**src/rtl/fifo_sync_param_pkg.sv**
```systemverilog
`timescale 1ns/1ps
`default_nettype none
// ============================================================================
// Module      : fifo_sync_param_pkg
// Description : Shared definitions for the parametrised single-clock FIFO.
//               Status-flag bit indices (for bundling flags onto a status
//               bus), the default almost-empty level, and a helper that
//               derives the whole flag vector from a fill count.
// Revision    : 1.0 - initial release
// ============================================================================
package fifo_sync_param_pkg;

    // Bit positions of each flag inside a bundled status vector
    localparam int c_flag_empty   = 0;
    localparam int c_flag_full    = 1;
    localparam int c_flag_afull   = 2;
    localparam int c_flag_aempty  = 3;
    localparam int c_flag_half    = 4;
    localparam int c_flag_healthy = 5;
    localparam int c_flag_num     = 6;

    // Default almost-empty threshold
    localparam int c_def_ae_level = 2;

    // Flag vector while idle after reset or flush: empty and almost empty only
    localparam logic [c_flag_num-1:0] c_flags_reset = 6'b00_1001;

    // Derive all status flags from a fill count
    function automatic logic [c_flag_num-1:0] calc_flags(
        input int unsigned cnt,
        input int unsigned depth,
        input int unsigned af_level,
        input int unsigned ae_level
    );
        logic [c_flag_num-1:0] f;
        f                   = '0;
        f[c_flag_empty]     = (cnt == 0);
        f[c_flag_full]      = (cnt == depth);
        f[c_flag_half]      = (cnt >= depth / 2);
        f[c_flag_afull]     = (cnt >= af_level);
        f[c_flag_aempty]    = (cnt <= ae_level);
        f[c_flag_healthy]   = ~f[c_flag_afull] & ~f[c_flag_aempty];
        return f;
    endfunction

endpackage
`default_nettype wire

```
**src/rtl/fifo_ram_2p.sv**
```systemverilog
`timescale 1ns/1ps
`default_nettype none
// ============================================================================
// Module      : fifo_ram_2p
// Description : Simple dual-port RAM, DATA_W x DEPTH. Synchronous write.
//               Read is synchronous (registered, enabled by i_re) in the
//               default build; with FIFO_FWFT_EN defined the read port is
//               asynchronous so the head word falls through.
// Ports       : clk      - clock, rising edge
//               rst      - asynchronous active-high reset (read register only)
//               i_we     - write enable
//               i_waddr  - write address
//               i_wdata  - write data
//               i_re     - read enable (registered-read build)
//               i_raddr  - read address
//               o_rdata  - read data
// Macros      : FIFO_FWFT_EN - asynchronous read port
// Revision    : 1.0 - initial release
// ============================================================================
module fifo_ram_2p #(
    parameter  int DATA_W = 8,
    parameter  int DEPTH  = 16,
    localparam int AW     = $clog2(DEPTH)
) (
    input  logic              clk,
    input  logic              rst,
    input  logic              i_we,
    input  logic [AW-1:0]     i_waddr,
    input  logic [DATA_W-1:0] i_wdata,
    input  logic              i_re,
    input  logic [AW-1:0]     i_raddr,
    output logic [DATA_W-1:0] o_rdata
);

    // Storage is deliberately not reset so it maps onto RAM primitives
    logic [DATA_W-1:0] r_mem [DEPTH];

    always_ff @(posedge clk) begin
        if (i_we) begin
            r_mem[i_waddr] <= i_wdata;
        end
    end

`ifdef FIFO_FWFT_EN
    assign o_rdata = r_mem[i_raddr];
`else
    logic [DATA_W-1:0] r_rdata;

    // Read-before-write: a same-edge write to i_raddr returns the old word,
    // which is what a full FIFO doing read+write together relies on.
    always_ff @(posedge clk or posedge rst) begin
        if (rst) begin
            r_rdata <= '0;
        end else if (i_re) begin
            r_rdata <= r_mem[i_raddr];
        end
    end

    assign o_rdata = r_rdata;
`endif

endmodule
`default_nettype wire

```
**src/rtl/fifo_sync_param.sv**
```systemverilog
`timescale 1ns/1ps
`default_nettype none
// ============================================================================
// Module      : fifo_sync_param
// Description : Parametrised single-clock FIFO with fill count, registered
//               status flags, programmable almost-full/almost-empty levels,
//               synchronous flush and sticky overflow/underflow bits.
// Ports       : clk, reset (async, active-high)
//               data_in, enable_wr, enable_rd, flush, clr_err   - inputs
//               data_out, data_valid, fill_count                 - outputs
//               f_empty, f_full, f_almost_full, f_almost_empty,
//               f_half, f_healthy                                - status
//               f_overflow, f_underflow                          - sticky errors
// Macros      : FIFO_FWFT_EN - first-word fall-through read port; when
//               undefined, data_out is registered with 1-cycle latency.
// Notes       : DEPTH must be a power of two and at least 4.
// Revision    : 1.0 - initial release
// ============================================================================
module fifo_sync_param
    import fifo_sync_param_pkg::*;
#(
    parameter  int DATA_W   = 8,
    parameter  int DEPTH    = 16,
    parameter  int AF_LEVEL = DEPTH - 2,
    parameter  int AE_LEVEL = c_def_ae_level,
    localparam int AW       = $clog2(DEPTH)
) (
    input  logic              clk,
    input  logic              reset,
    input  logic [DATA_W-1:0] data_in,
    input  logic              enable_wr,
    input  logic              enable_rd,
    input  logic              flush,
    input  logic              clr_err,
    output logic [DATA_W-1:0] data_out,
    output logic              data_valid,
    output logic [AW:0]       fill_count,
    output logic              f_empty,
    output logic              f_full,
    output logic              f_almost_full,
    output logic              f_almost_empty,
    output logic              f_half,
    output logic              f_healthy,
    output logic              f_overflow,
    output logic              f_underflow
);

    logic [AW-1:0]           r_wr_ptr;
    logic [AW-1:0]           r_rd_ptr;
    logic [AW:0]             r_count;
    logic [c_flag_num-1:0]   r_flags;
    logic                    r_overflow;
    logic                    r_underflow;

    logic                    w_rd_acc;
    logic                    w_wr_acc;
    logic                    w_ram_we;
    logic                    w_ram_re;
    logic                    w_ovf_set;
    logic                    w_udf_set;
    logic [AW:0]             w_count_next;
    logic [c_flag_num-1:0]   w_flags_next;
    logic [DATA_W-1:0]       w_ram_rdata;

    // A full FIFO still takes a write when a read frees a slot on the same
    // edge; an empty FIFO never reads the word being written this cycle.
    assign w_rd_acc = enable_rd & ~r_flags[c_flag_empty];
    assign w_wr_acc = enable_wr & (~r_flags[c_flag_full] | w_rd_acc);

    // Flush swallows the same-cycle transfers
    assign w_ram_we = w_wr_acc & ~flush;
    assign w_ram_re = w_rd_acc & ~flush;

    // Discarded requests under flush are not errors
    assign w_ovf_set = enable_wr & ~w_wr_acc & ~flush;
    assign w_udf_set = enable_rd & ~w_rd_acc & ~flush;

    always_comb begin
        w_count_next = r_count;
        w_flags_next = r_flags;
        if (flush) begin
            w_count_next = '0;
            w_flags_next = c_flags_reset;
        end else begin
            w_count_next = r_count + {{AW{1'b0}}, w_ram_we} - {{AW{1'b0}}, w_ram_re};
            // Flags come from the next count so they line up with fill_count
            w_flags_next = calc_flags(int'(w_count_next), DEPTH, AF_LEVEL, AE_LEVEL);
        end
    end

    always_ff @(posedge clk or posedge reset) begin
        if (reset) begin
            r_wr_ptr    <= '0;
            r_rd_ptr    <= '0;
            r_count     <= '0;
            r_flags     <= c_flags_reset;
            r_overflow  <= 1'b0;
            r_underflow <= 1'b0;
        end else begin
            r_count <= w_count_next;
            r_flags <= w_flags_next;
            if (flush) begin
                r_wr_ptr <= '0;
                r_rd_ptr <= '0;
            end else begin
                // AW-bit pointers wrap naturally since DEPTH is a power of two
                if (w_ram_we) r_wr_ptr <= r_wr_ptr + 1'b1;
                if (w_ram_re) r_rd_ptr <= r_rd_ptr + 1'b1;
            end
            // Set beats clear when both happen together
            r_overflow  <= w_ovf_set | (r_overflow  & ~clr_err);
            r_underflow <= w_udf_set | (r_underflow & ~clr_err);
        end
    end

    fifo_ram_2p #(
        .DATA_W (DATA_W),
        .DEPTH  (DEPTH)
    ) u_ram (
        .clk     (clk),
        .rst     (reset),
        .i_we    (w_ram_we),
        .i_waddr (r_wr_ptr),
        .i_wdata (data_in),
        .i_re    (w_ram_re),
        .i_raddr (r_rd_ptr),
        .o_rdata (w_ram_rdata)
    );

`ifdef FIFO_FWFT_EN
    // Head word is presented whenever something is stored; zero otherwise
    assign data_out   = r_flags[c_flag_empty] ? '0 : w_ram_rdata;
    assign data_valid = ~r_flags[c_flag_empty];
`else
    logic r_valid;

    always_ff @(posedge clk or posedge reset) begin
        if (reset) begin
            r_valid <= 1'b0;
        end else begin
            r_valid <= w_ram_re;
        end
    end

    assign data_out   = w_ram_rdata;
    assign data_valid = r_valid;
`endif

    assign fill_count     = r_count;
    assign f_empty        = r_flags[c_flag_empty];
    assign f_full         = r_flags[c_flag_full];
    assign f_almost_full  = r_flags[c_flag_afull];
    assign f_almost_empty = r_flags[c_flag_aempty];
    assign f_half         = r_flags[c_flag_half];
    assign f_healthy      = r_flags[c_flag_healthy];
    assign f_overflow     = r_overflow;
    assign f_underflow    = r_underflow;

endmodule
`default_nettype wire

```
**config.mk**
```make
export PLATFORM = sky130hd
export DESIGN_NAME = fifo_sync_param
export DESIGN_NICKNAME = d
export VERILOG_FILES = /design/src/rtl/fifo_sync_param_pkg.sv /design/src/rtl/fifo_ram_2p.sv /design/src/rtl/fifo_sync_param.sv
export SDC_FILE = /design/constraint.sdc
export NUM_CORES = 1
export LEC_CHECK = 0
export CORE_ASPECT_RATIO = 0.9
export CORE_UTILIZATION = 40
export DETAILED_ROUTE_END_ITERATION = 12
export DONT_BUFFER_PORTS = 1
export PLACE_DENSITY = 0.62
export SLEW_MARGIN = 40
export SYNTH_ARGS = -nofsm -noshare
export SYNTH_HDL_FRONTEND = slang
export SYNTH_HIERARCHICAL = 1
export SYNTH_SLANG_ARGS = --single-unit
export TNS_END_PERCENT = 1
```
**constraint.sdc**
```tcl
create_clock -name clk -period 3.05 [get_ports clk]
set_input_delay 0.1525 -clock clk [delete_from_list [all_inputs] [get_ports clk]]
set_output_delay 0.1525 -clock clk [all_outputs]
set_load 0.01 [all_outputs]
```
==> results by group <==
Critical path
  • CP max stage cell: fa_1
  • WP data required: 3.41 ns
  • CP startpoint kind: flip-flop
  • CP dominant cell by count: ha_1
  • Crit path capture type: flip-flop
  • Worst path bufs/invs: 1
  • Setup CP Type: reg -> reg
  • CP delay by family, top: adder cells
  • Worst path max stage delay: 0.44 ns
  • Crit-path max FO: 4
  • Critical path, cell by cell: nand2b_1 > a21oi_1 > nand2_1 > ha_1 > inv_1 > ha_1 > fa_1 > xor2_2 > or3_1 > and4bb_1
  • Worst EP arrival: 3.15 ns

Routing
  • Wire per inst: 21.0 µm
  • Metal-1 WL: 5670 µm
  • Met2 wire length: 5970 µm
  • Routed wl met3: 765 µm
  • DRC marker count from the first detailed-route iteration: 218
  • Routed vias/inst: 5.32
  • DR DRC count: 0
  • Routed Antenna Nets: 0
  • Final wirelength: 12600 µm
  • Pre-Repair DR Iteration Count: 4
  • Via count: 3183
  • Top Metal Used: met4

Clock tree
  • Post-CTS setup buffers: 0
  • Worst-path clk slew: 0.06 ns
  • Clk buf depth: 2
  • H-tree Lvls: 4
  • Clock Latency Late Sink: 0.42 ns
  • CTS tree: built
  • CTS Buf Count: 17
  • CTS sink cnt: 158
  • Root Driver: clkbuf_16

Floorplanning
  • Area of the die: 16600 µm²
  • Die H: 122 µm
  • Core area: 15500 µm²
  • Die X: 136 µm
  • Row cnt: 43
  • Initial Util: 0.413
  • IO Count: 36

Placement
  • DP HPWL: 8190 µm
  • IO buf count: 0
  • Routability cong.: 0.716
  • Placed cell area: 6740 µm²

GRT
  • Pin count of the biggest net entering global routing: 33
  • Grt ovf: 0
  • Initial antenna violation count: 0
  • Vias in the first global route: 3434
  • First-pass GRT wire length: 19300 µm
  • Gr usage total: 0.167

Power
  • Peak supply drop: 594 µV
  • Leakage power: 2.56 nW
  • Pwr Density: 751 nW/µm²

STA
  • Maximum clock rate: 358 MHz
  • Tmin final: 2.80 ns
  • Max Slew Vio Count: 0
  • Slew HR: 0.567
  • Crit share post-route: 0.917
  • RSZ-0062 raised after global routing: false
  • Worst Tran Pin Value: 0.650 ns
  • Final Hold Viols: 0
  • Setup TNS: 0 ns
  • Final setup viols: 0
  • Clock Skew: 0.00877 ns

Cells and area
  • Syn-to-layout area delta: 16.2%
  • Most common cell after layout, fill and taps aside: edfxtp_1
  • Layout Nets: 405
  • Design area: 7460 µm²
  • Share of layout cells above drive strength 1: 0.253
  • Antenna Cells: 0
  • Area of the multi-input gates: 1640 µm²
  • Leading cell types in the layout, fill and taps excluded: edfxtp_1, nor2_1, dfrtp_1
  • Register area: 4600 µm²
  • # fillers: 1288

Outcome
  • Outcome: complete, no violations

Flow run
  • Max cap viols: 0

Synth
  • Sequential cell area fraction in the yosys report: 0.716
  • Netlist Area Pre-Place: 6420 µm²
  • Mapped Nets: 366
  • Cells after Synth: 344
  • Seq cells post-synth: 158
  • Yosys warns: 6
  • Mean Syn Cell Area: 18.7 µm²
  • Synth cell types: 41

Min path
  • Hold Path Class: in -> reg
==> repair_timing <==
action                                  in CTS  in global routing
hold endpoints to repair                   176                  0
hold buffers                                13                  0
endpoints found under the setup margin       0                  2
resized for setup                            0                  2
==> synthesized netlist by cell type <==
master    number  area (µm²)
buf_1          5        18.8
nand2_1        7        26.3
nor3_1         4        20.0
a211oi_1       3        22.5
or2_4          2        17.5
nand3b_1       2        15.0
a32o_1         1        10.0
o22ai_1        8        50.1
xnor2_1        4        35.0
clkbuf_1       1        3.75
mux4_1         6         158
buf_6          5        56.3
o22ai_2        1        12.5
nand3_1        4        20.0
nor2_1        30         113
a31o_2         1        8.76
xor2_1         4        35.0
or2_2          1        6.26
edfxtp_1     128        3840
nor2b_1        3        18.8
ha_1           7        87.6
a21oi_1        8        40.0
mux2i_1        9        90.1
buf_4          1        7.51
and4bb_1       1        12.5
mux4_2        26         586
or3_1          1        6.26
inv_1         14        52.6
or3b_2         1        8.76
o21ai_0        1        5.00
fa_1           1        20.0
dfstp_2        2        52.6
and2_1         3        18.8
buf_12         2        40.0
o32ai_1        2        17.5
and3_4         2        22.5
dfrtp_1       28         701
buf_2          2        10.0
a221oi_2       8         120
nand4_1        1        6.26
nand2b_1       4        25.0
==> layout make-up <==
class	instances	share of cell area
inverter	14	0.00704
multi-input combinational	156	0.220
clock inverter	11	0.0154
sequential	158	0.616
timing repair buffer	36	0.0443
tap	202	0.0339
clock buffer	21	0.0630
==> cells by family (layout without fill, tap and decap cells) <==
kind of cell	after synthesis	in the layout	synth area share
AO/OA/AOI/OAI	33	33	0.0446
flip-flops	158	158	0.716
XOR/XNOR	8	8	0.0109
multiplexers	41	41	0.130
AND/OR/NAND/NOR	66	66	0.0524
adder cells (fa/ha/maj)	8	8	0.0168
buffers and inverters	30	82	0.0294
==> where the power goes <==
| part | total, mW | switching, mW | internal [mW] |
|---|---|---|---|
| registers | 2.69 | 0.188 | 2.50 |
| logic | 0.853 | 0.455 | 0.398 |
| clock network | 2.06 | 0.801 | 1.26 |
| total | 5.60 | 1.44 | 4.16 |
==> path summary, 6_finish.rpt <==
kind / startpoint / endpoint / slack [ns] / depth (start not counted)
worst max-delay path: r_flags[0] / r_flags[1] / 0.25 / 10
worst min register to register: f_underflow / f_underflow / 0.59 / 1
worst min-delay path: flush / data_valid / 0.05 / 2
worst max register to register: r_flags[0] / r_flags[1] / 0.25 / 10
max in group asynchronous: reset / u_ram/o_rdata[2] / 2.46 / 2
min in group asynchronous: reset / r_wr_ptr[0] / 0.23 / 2
==> layer usage <==
metal,up-vias,global-route usage
li1,1443,-
met1,1651,0.223
met2,76,0.258
met3,13,0.0466
met4,0,0.0702
met5,-,0
==> worst register-to-register path: stages (launching register included) <==
cell and delay (ns):
dfstp_2 0.40, nand2b_1 0.16, a21oi_1 0.28, nand2_1 0.13, ha_1 0.29, inv_1 0.04
ha_1 0.19, fa_1 0.44, xor2_2 0.22, or3_1 0.34, and4bb_1 0.25
==> registers in the layout (all words and copies together), names as in the netlist <==
name and count:
f_underflow 1, r_wr_ptr 4, r_rd_ptr 4, r_flags 6, u_ram/r_mem 128, fill_count 5
data_valid 1, f_overflow 1, u_ram/o_rdata 8
==> stage by stage <==
stage / hold WS (ns) / cells / worst slack (ns) / power [mW] / util
4_1_cts: 0.0321 / 598 / 0.216 / 5.64 / 0.479
3_3_place_gp: 0.0747 / 553 / 0.317 / 3.51 / 0.433
2_1_floorplan: -0.0318 / 344 / 0.384 / 3.33 / -
5_1_grt: 0.0440 / 598 / 0.0181 / 5.83 / 0.480
3_5_place_dp: 0.0802 / 553 / 0.223 / 3.54 / 0.433
6_report: 0.0474 / 598 / 0.254 / 5.60 / 0.480
(Power assumes the default switching activity.)
